## src/rtl/cpu_pkg.sv

```systemverilog
// Shared CPU definitions: divider state encoding and divider timing constants.
package cpu_pkg;

  localparam int unsigned DIV_W     = 32;
  localparam int unsigned DIV_ITERS = 32;
  localparam int unsigned DIV_LAT   = 36;
  localparam int unsigned DIV_CNT_W = $clog2(DIV_ITERS);

  // 3-bit divider state encodings
  localparam logic [2:0] DIV_ENC_IDLE = 3'd0;
  localparam logic [2:0] DIV_ENC_NEGA = 3'd1;
  localparam logic [2:0] DIV_ENC_NEGB = 3'd2;
  localparam logic [2:0] DIV_ENC_ITER = 3'd3;
  localparam logic [2:0] DIV_ENC_FIXQ = 3'd4;
  localparam logic [2:0] DIV_ENC_FIXR = 3'd5;
  localparam logic [2:0] DIV_ENC_DONE = 3'd6;

  typedef enum logic [2:0] {
    S_IDLE = DIV_ENC_IDLE,
    S_NEGA = DIV_ENC_NEGA,
    S_NEGB = DIV_ENC_NEGB,
    S_ITER = DIV_ENC_ITER,
    S_FIXQ = DIV_ENC_FIXQ,
    S_FIXR = DIV_ENC_FIXR,
    S_DONE = DIV_ENC_DONE
  } div_state_e;

endpackage

```

## src/rtl/div_32_seq.sv

```systemverilog
// Sequential 32-bit restoring divider (DIV/DIVU) driving the shared adder.
// Ports:
//   clk, clr_n             clock, synchronous active-low reset
//   start, is_signed       request and signedness, sampled in IDLE
//   dividend, divisor      operands, sampled with start
//   busy, done, dz         status; done is a one-cycle pulse, dz = divide by zero
//   lo, hi                 quotient / remainder, held until overwritten
//   add_own                shared-adder mux select (equals busy)
//   add_a, add_b, add_cin  shared-adder operands, zero when idle
//   add_sum, add_cout      shared-adder result, same cycle
module div_32_seq
  import cpu_pkg::*;
#(
  parameter int unsigned WIDTH = DIV_W
) (
  input  logic             clk,
  input  logic             clr_n,
  input  logic             start,
  input  logic             is_signed,
  input  logic [WIDTH-1:0] dividend,
  input  logic [WIDTH-1:0] divisor,
  output logic             busy,
  output logic             done,
  output logic             dz,
  output logic [WIDTH-1:0] lo,
  output logic [WIDTH-1:0] hi,
  output logic             add_own,
  output logic [WIDTH-1:0] add_a,
  output logic [WIDTH-1:0] add_b,
  output logic             add_cin,
  input  logic [WIDTH-1:0] add_sum,
  input  logic             add_cout
);

  div_state_e             state_q, state_d;
  logic [WIDTH-1:0]       a_q, a_d, b_q, b_d;
  logic [WIDTH-1:0]       q_q, q_d, r_q, r_d, m_q, m_d;
  logic [WIDTH-1:0]       lo_q, lo_d, hi_q, hi_d;
  logic [DIV_CNT_W-1:0]   cnt_q, cnt_d;
  logic                   sgn_q, sgn_d, qneg_q, qneg_d, rneg_q, rneg_d;
  logic                   dz_q, dz_d, busy_q, busy_d, done_q, done_d;
  logic [WIDTH-1:0]       r_shift;
  logic                   accept;

  // Remainder shifted left with the next dividend bit; R[31] is the 33rd bit.
  assign r_shift = {r_q[WIDTH-2:0], q_q[WIDTH-1]};
  assign accept  = r_q[WIDTH-1] | add_cout;

  // Shared-adder port mux per state; idle states release the adder with zeros.
  always_comb begin
    add_a   = '0;
    add_b   = '0;
    add_cin = 1'b0;
    case (state_q)
      S_NEGA: begin add_b = ~a_q; add_cin = 1'b1; end
      S_NEGB: begin add_b = ~b_q; add_cin = 1'b1; end
      S_ITER: begin add_a = r_shift; add_b = ~m_q; add_cin = 1'b1; end
      S_FIXQ: begin add_b = ~q_q; add_cin = 1'b1; end
      S_FIXR: begin add_b = ~r_q; add_cin = 1'b1; end
      default: ;
    endcase
  end

  // Next-state and datapath update.
  always_comb begin
    state_d = state_q;
    a_d     = a_q;
    b_d     = b_q;
    sgn_d   = sgn_q;
    q_d     = q_q;
    r_d     = r_q;
    m_d     = m_q;
    cnt_d   = cnt_q;
    qneg_d  = qneg_q;
    rneg_d  = rneg_q;
    lo_d    = lo_q;
    hi_d    = hi_q;
    dz_d    = dz_q;
    case (state_q)
      S_IDLE: begin
        if (start) begin
          a_d     = dividend;
          b_d     = divisor;
          sgn_d   = is_signed;
          cnt_d   = '0;
          dz_d    = 1'b0;
          state_d = S_NEGA;
        end
      end
      S_NEGA: begin
        q_d     = (sgn_q && a_q[WIDTH-1]) ? add_sum : a_q;
        r_d     = '0;
        qneg_d  = sgn_q & (a_q[WIDTH-1] ^ b_q[WIDTH-1]);
        rneg_d  = sgn_q & a_q[WIDTH-1];
        state_d = S_NEGB;
      end
      S_NEGB: begin
        m_d     = (sgn_q && b_q[WIDTH-1]) ? add_sum : b_q;
        state_d = S_ITER;
      end
      S_ITER: begin
        // Zero divisor is caught on the first pass, before any result is formed.
        if (cnt_q == '0 && m_q == '0) begin
          dz_d    = 1'b1;
          lo_d    = '1;
          hi_d    = a_q;
          state_d = S_DONE;
        end else begin
          r_d   = accept ? add_sum : r_shift;
          q_d   = {q_q[WIDTH-2:0], accept};
          cnt_d = cnt_q + DIV_CNT_W'(1);
          if (cnt_q == DIV_CNT_W'(DIV_ITERS - 1)) state_d = S_FIXQ;
        end
      end
      S_FIXQ: begin
        lo_d    = qneg_q ? add_sum : q_q;
        state_d = S_FIXR;
      end
      S_FIXR: begin
        hi_d    = rneg_q ? add_sum : r_q;
        state_d = S_DONE;
      end
      S_DONE:  state_d = S_IDLE;
      default: state_d = S_IDLE;
    endcase
    busy_d = (state_d != S_IDLE) && (state_d != S_DONE);
    done_d = (state_d == S_DONE);
  end

  // State and datapath registers.
  always_ff @(posedge clk) begin
    if (!clr_n) begin
      state_q <= S_IDLE;
      a_q     <= '0;
      b_q     <= '0;
      sgn_q   <= 1'b0;
      q_q     <= '0;
      r_q     <= '0;
      m_q     <= '0;
      cnt_q   <= '0;
      qneg_q  <= 1'b0;
      rneg_q  <= 1'b0;
      lo_q    <= '0;
      hi_q    <= '0;
      dz_q    <= 1'b0;
      busy_q  <= 1'b0;
      done_q  <= 1'b0;
    end else begin
      state_q <= state_d;
      a_q     <= a_d;
      b_q     <= b_d;
      sgn_q   <= sgn_d;
      q_q     <= q_d;
      r_q     <= r_d;
      m_q     <= m_d;
      cnt_q   <= cnt_d;
      qneg_q  <= qneg_d;
      rneg_q  <= rneg_d;
      lo_q    <= lo_d;
      hi_q    <= hi_d;
      dz_q    <= dz_d;
      busy_q  <= busy_d;
      done_q  <= done_d;
    end
  end

  assign busy    = busy_q;
  assign add_own = busy_q;
  assign done    = done_q;
  assign dz      = dz_q;
  assign lo      = lo_q;
  assign hi      = hi_q;

endmodule
```

## config.mk

```make
export PLATFORM = sky130hd
export DESIGN_NAME = div_32_seq
export DESIGN_NICKNAME = d
export VERILOG_FILES = /design/src/rtl/cpu_pkg.sv /design/src/rtl/div_32_seq.sv
export SDC_FILE = /design/constraint.sdc
export NUM_CORES = 1
export LEC_CHECK = 0
export ABC_AREA = 1
export BUFFER_PORTS_ARGS = -buffer_cell sky130_fd_sc_hd__buf_2
export CAP_MARGIN = 20
export CELL_PAD_IN_SITES_DETAIL_PLACEMENT = 2
export CELL_PAD_IN_SITES_GLOBAL_PLACEMENT = 2
export CORE_MARGIN = 2
export CORE_UTILIZATION = 30
export CTS_CLUSTER_DIAMETER = 40
export DETAILED_ROUTE_END_ITERATION = 10
export PLACE_DENSITY_LB_ADDON = 0.05
export SLEW_MARGIN = 5
export SYNTH_ARGS = -nofsm -noshare
export SYNTH_HDL_FRONTEND = slang
export SYNTH_SLANG_ARGS = --single-unit
```

## constraint.sdc

```tcl
create_clock -name clk -period 1.9 [get_ports clk]
set_input_delay 0.19 -clock clk [delete_from_list [all_inputs] [get_ports clk]]
set_output_delay 0.19 -clock clk [all_outputs]
set_load 0.02 [all_outputs]
```

# Yosys cells after proc, flatten, opt, wreduce, memory -nomap -nowiden
# Index checks and enable logic that the tools add are counted.
dict set report word_totals {
  reg_bits 238
  inputBits 101
  output_inout_bits 133
  word_cells 81
}
dict set report classes {
  add_sub_neg 1
  eq_ne 11
  muxes 26
  n_bitwise 9
  reduce_logical 19
}
# cell n
set ops {}
lappend ops {{$mux 32} 10}
lappend ops {{$pmux 32 s2} 4}
lappend ops {{$not 32->32} 5}
lappend ops {{$pmux 32 s5} 1}
lappend ops {{$logic_not 32->1} 1}
lappend ops {{$pmux 3 s6} 1}
lappend ops {{$mux 5} 2}
lappend ops {{$pmux 5 s2} 1}
lappend ops {{$eq 3x3->1 const B} 3}
lappend ops {{$mux 3} 3}
lappend ops {{$reduce_and 2->1} 4}
lappend ops {{$reduce_bool 2->1} 4}
lappend ops {{$eq 3x2->1 const B} 2}
lappend ops {{$ne 2x2->1 const B} 3}
lappend ops {{$reduce_and 3->1} 2}
lappend ops {{$add 5x1->5 const B} 1}
lappend ops {{$eq 5x5->1 const B} 1}
lappend ops {{$logic_not 5->1} 1}
lappend ops {{$reduce_or 5->1} 1}
lappend ops {{$logic_and 1x1->1} 4}
lappend ops {{$eq 3x1->1 const B} 1}
lappend ops {{$logic_not 3->1} 1}
lappend ops {{$mux 1} 3}
lappend ops {{$ne 3x3->1 const B} 1}
lappend ops {{5 further kinds} 6}

# Depth between registers and ports, before layout
dict set report depth {
  depth_word 6
  depth_mapped 12
  mapped_depth_nobuf 12
}

# Least setup slack after synthesis
# Ideal clock, no wire load.
dict set report synth_path {
  path_type {reg-to-output}
  from {reg state_q[1]}
  to {out add_b[24]}
  arrival_ns 1.600
  required_time_ns 1.710
  slack_ns 0.110
  path_stages_with_launch 10
  n_path_buf 2
  cell_sequence {dfxtp_1 inv_2 nor2_4 nand2_2 inv_2 buf_4 buf_4 nand2_1 o21a_1 a31oi_1}
}
dict set report synth_via {
  elab_chain_cells 2
  word_cells_on_any_way 6
  classes_between {5 x eq/ne; 1 x mux}
}
# item line
set synth_rtl {}
lappend synth_rtl {{start, declared} div_32_seq.sv:35} ;# div_state_e state_q, state_d;
lappend synth_rtl {{start signal, assigned} div_32_seq.sv:149} ;# state_q <= state_d;
lappend synth_rtl {{$eq 3x3->1, or another cell as far along} div_32_seq.sv:54} ;# case (state_q)
lappend synth_rtl {{$pmux 32 s5 *} div_32_seq.sv:54}
lappend synth_rtl {{end, declared} div_32_seq.sv:29} ;# output logic [WIDTH-1:0] add_b,
# Mark *: on every way between the ends. The rest lies on a longest branch, timed or not.

# Final worst setup path
dict set report layout_path {
  from {reg state_q[1]}
  to {out add_b[28]}
}
# The elaborated chain is that of the path after synthesis.

==> qor.yml <==
yosys:
  ys_ff_latch: 238
  synth_area_leaders: "dfxtp_1, o21ai_0, nand2_1, a21oi_1, nor2_1"
  synthMuxAreaShare_pct: 1.014
  synthesis.nets: 1856
  synthArstFlopShare_pct: 0
  yosysWarnings: 0
  synth.largest_area_cell: "dfxtp_1"
  synth_compound_area_share_pct: 29.90
  ys_seq_area_share_pct: 40.21
  yosysMostFrequentCell: "nand2_1"
  syn_area_per_cell_um2: 6.771
  synth_ff_type: "dfxtp_1"
  synth_cell_type_count: 32
  synth_edf_count: 0
  synthSimpleGateAreaFrac_pct: 17.99
  synth_xor_area_share_pct: 0
  synth_fa_ha_area_share_pct: 0.5280
  syn_inst: 1750
  synth_top_area_share_pct: 40.21
  syn-cell-area_um2: 11850
  synth_top_family_by_area: "compound AO/OA/AOI/OAI gates"
  synth_common_cells: "nand2_1, o21ai_0, dfxtp_1, nor2_1, a21oi_1"
detailed_routing:
  dr.pass1.iters: 5
  drc_errors: 0
  wl_um: 88270
  dr_total_vias: 16280
  wire_per_inst_um: 32.17
  ant_nets: 0
  drtIter0Drc: 1391
  viasPerCell: 5.932
setup_path:
  crit_path_start: "state_q[1]"
  reg2reg_from: "state_q[1]"
  crit_path_end_kind: "output port"
  worst_setup_path_start_kind: "register"
  cpMaxStageDelayCell: "dfxtp_4"
  cp.required_ns: 1.71
  crit_chain: "inv_4 -> nor2_4 -> buf_12 -> nand2_8 -> inv_8 -> buf_12 -> nand2_2 -> o21a_1 -> a31oi_2 -> buf_4"
  cpPeakStageDelay_ns: 0.39
  crit_type: "reg2out"
  cp_common_cell: "buf_12"
  arrival_ns: 2.30
  critPathMaxFanout: 8
sta:
  tightest_slew_ns: 0.7131
  finalSetupViolCount: 203
  hold_viol: 0
  fmax_mhz: 402.2
  fin_crit_ns: 2.486
  setup_slack_ns: -0.5864
  fin_skew_ns: 0.02533
  slew_headroom_pct: 51.96
  grt_setup_unrepaired: "yes"
  final.period_utilization_pct: 130.9
  slew_viol_final: 0
grt:
  grt_max_degree: 108
  grt_pass1_wl_um: 101200
  first_global_vias: 16370
  antenna_found_initial: 5
  gr-total-overflow: 0
  grt_usage_pct: 32.59
pwr:
  switching_share_pct: 34.17
  pwr-share-clk_pct: 46.7
  power_density_nw_per_um2: 1047
  p_int_mw: 13.76
  comb_power_share_pct: 24.5
  leakagePower_nw: 8.371
  seqPwrFrac_pct: 28.8
  ir_drop_mv: 1.019
  p_sw_mw: 7.141
die:
  floorplan.initialDensity_pct: 30.52
  dieArea_um2: 41100
  die_h_um: 202.7
  num_rows: 72
  pin_count: 234
  coreArea_um2: 38830
  die_x_um: 202.7
clock_network:
  clk_path_buf_depth: 3
  clock_latency_ns: 0.60
  clkTransAtPathRegs_ns: 0.05
  root_buffer: "clkbuf_16"
  tritoncts: "built"
  cts.sink_count: 238
  cts.htree.levels: 2
  cts_made_buffers: 51
cells_and_area:
  fin_cells: 2744
  nNetsFinal: 2286
  areaGrowthSynthToFinish_pct: 68.42
  fillers: 4086
  regArea_um2: 4778
  final_layout_size_suffix_gt1_share_pct: 33.08
  multi_input_area_um2: 7018
placement:
  dpl.hpwl_um: 42750
  io_buffers: 233
  placed_cells: 2462
  preCtsSetupSlack_ns: -0.1546
  gp_congestion: 0.8566
status:
  status: "complete, but fails checks"
  violations: "setup timing"
run:
  maxCapViolations: 0
min_path:
  hp-start: "divisor[17]"
  hold_path_class: "in2reg"
state kept, by name (all words and copies together), names as in the netlist:
register,cells
add_own,1
hi,32
rneg_q,1
state_q,3
lo,32
sgn_q,1
done,1
qneg_q,1
q_q,32
cnt_q,5
r_q,32
b_q,32
m_q,32
a_q,32
dz,1
worst paths after layout:
| path | endpoint | slack (ns) | depth (start not counted) |
|---|---|---|---|
| setup reg to reg | r_q[26] | -0.32 | 14 |
| hold reg to reg | lo[25] | 0.50 | 2 |
| setup / recovery | add_b[28] | -0.59 | 10 |
| hold / removal | b_q[17] | 0.03 | 4 |
area by class of cell:
| class | count | area share [%] |
|---|---|---|
| multi-input combinational | 1209 | 35.17 |
| timing repair buffer | 513 | 25.03 |
| sequential | 238 | 23.95 |
| clock buffer | 67 | 7.204 |
| inverter | 167 | 3.423 |
| tap | 518 | 3.248 |
| clock inverter | 28 | 1.931 |
| antenna | 4 | 0.05016 |
placed cells by master (no fill, tap or decap), types with 15 or more instances in the layout:
cell type / count
o21ai_2: 42
nand2_1: 300
buf_6: 54
buf_4: 112
o21ai_0: 246
clkbuf_16: 75
dlygate4sd3_1: 87
nand2_2: 23
nor2_4: 37
buf_2: 179
dfxtp_1: 233
o31a_1: 15
a21oi_2: 30
a21oi_1: 148
a31oi_1: 37
inv_1: 154
nor2_1: 150
buf_12: 40
o211ai_1: 32
cell families (layout without fill, tap and decap cells):
kind of cell	after synthesis	in the layout
buffers and inverters	304	775
muxes	12	12
adders and majority gates	5	5
AOI/OAI and AO/OA	641	641
other	0	4
DFF	238	238
and+or+nand+nor	550	551
critical path: cells and delay by family, from the launching register on:
kind | cells | cell delay [ns]
AOI/OAI and AO/OA | 2 | 0.37
DFF | 1 | 0.39
and+or+nand+nor | 3 | 0.30
buffers and inverters | 5 | 0.63
what timing repair did:
| action | 4_1_cts | 5_1_grt |
|---|---|---|
| endpoints found under the hold margin | 87 | 0 |
| gates cloned | 9 | 27 |
| endpoints found under the setup margin | 176 | 202 |
| pin swaps | 16 | 47 |
| gates resized for setup | 141 | 333 |
| buffers inserted | 28 | 37 |
| hold buffers | 87 | 0 |
layer usage:
metal  share of wire, %  track usage (%)
met5                  0                0
met2                 49            58.32
met1                 37            37.07
met3                6.6            4.591
met4                8.0            18.64
power by group through the flow:
stage / logic, mW / clock network [mW] / registers, mW
2_1_floorplan: 1.85 / 0 / 5.79
3_3_place_gp: 3.23 / 0 / 5.91
3_5_place_dp: 3.32 / 0 / 5.93
4_1_cts: 3.86 / 9.61 / 5.87
5_1_grt: 5.28 / 10.0 / 6.04
6_report: 5.11 / 9.76 / 6.02
stage by stage:
step                      power, mW  area [µm²]  TNS (ns)  utilization (%)  hold WS [ns]
after floorplan               7.642       11850         0                -        0.3328
after global placement        9.140       14170    -2.537            36.49        0.4468
after detailed placement      9.254       14170    -5.213            36.49        0.4575
after CTS                     19.34       17930    -24.83            46.18      0.009338
after global routing          21.35       19950    -60.14            51.39       0.07239
final                         20.90       19960    -49.53            51.40       0.03425
Note: power is estimated with default switching activity, not from simulation.
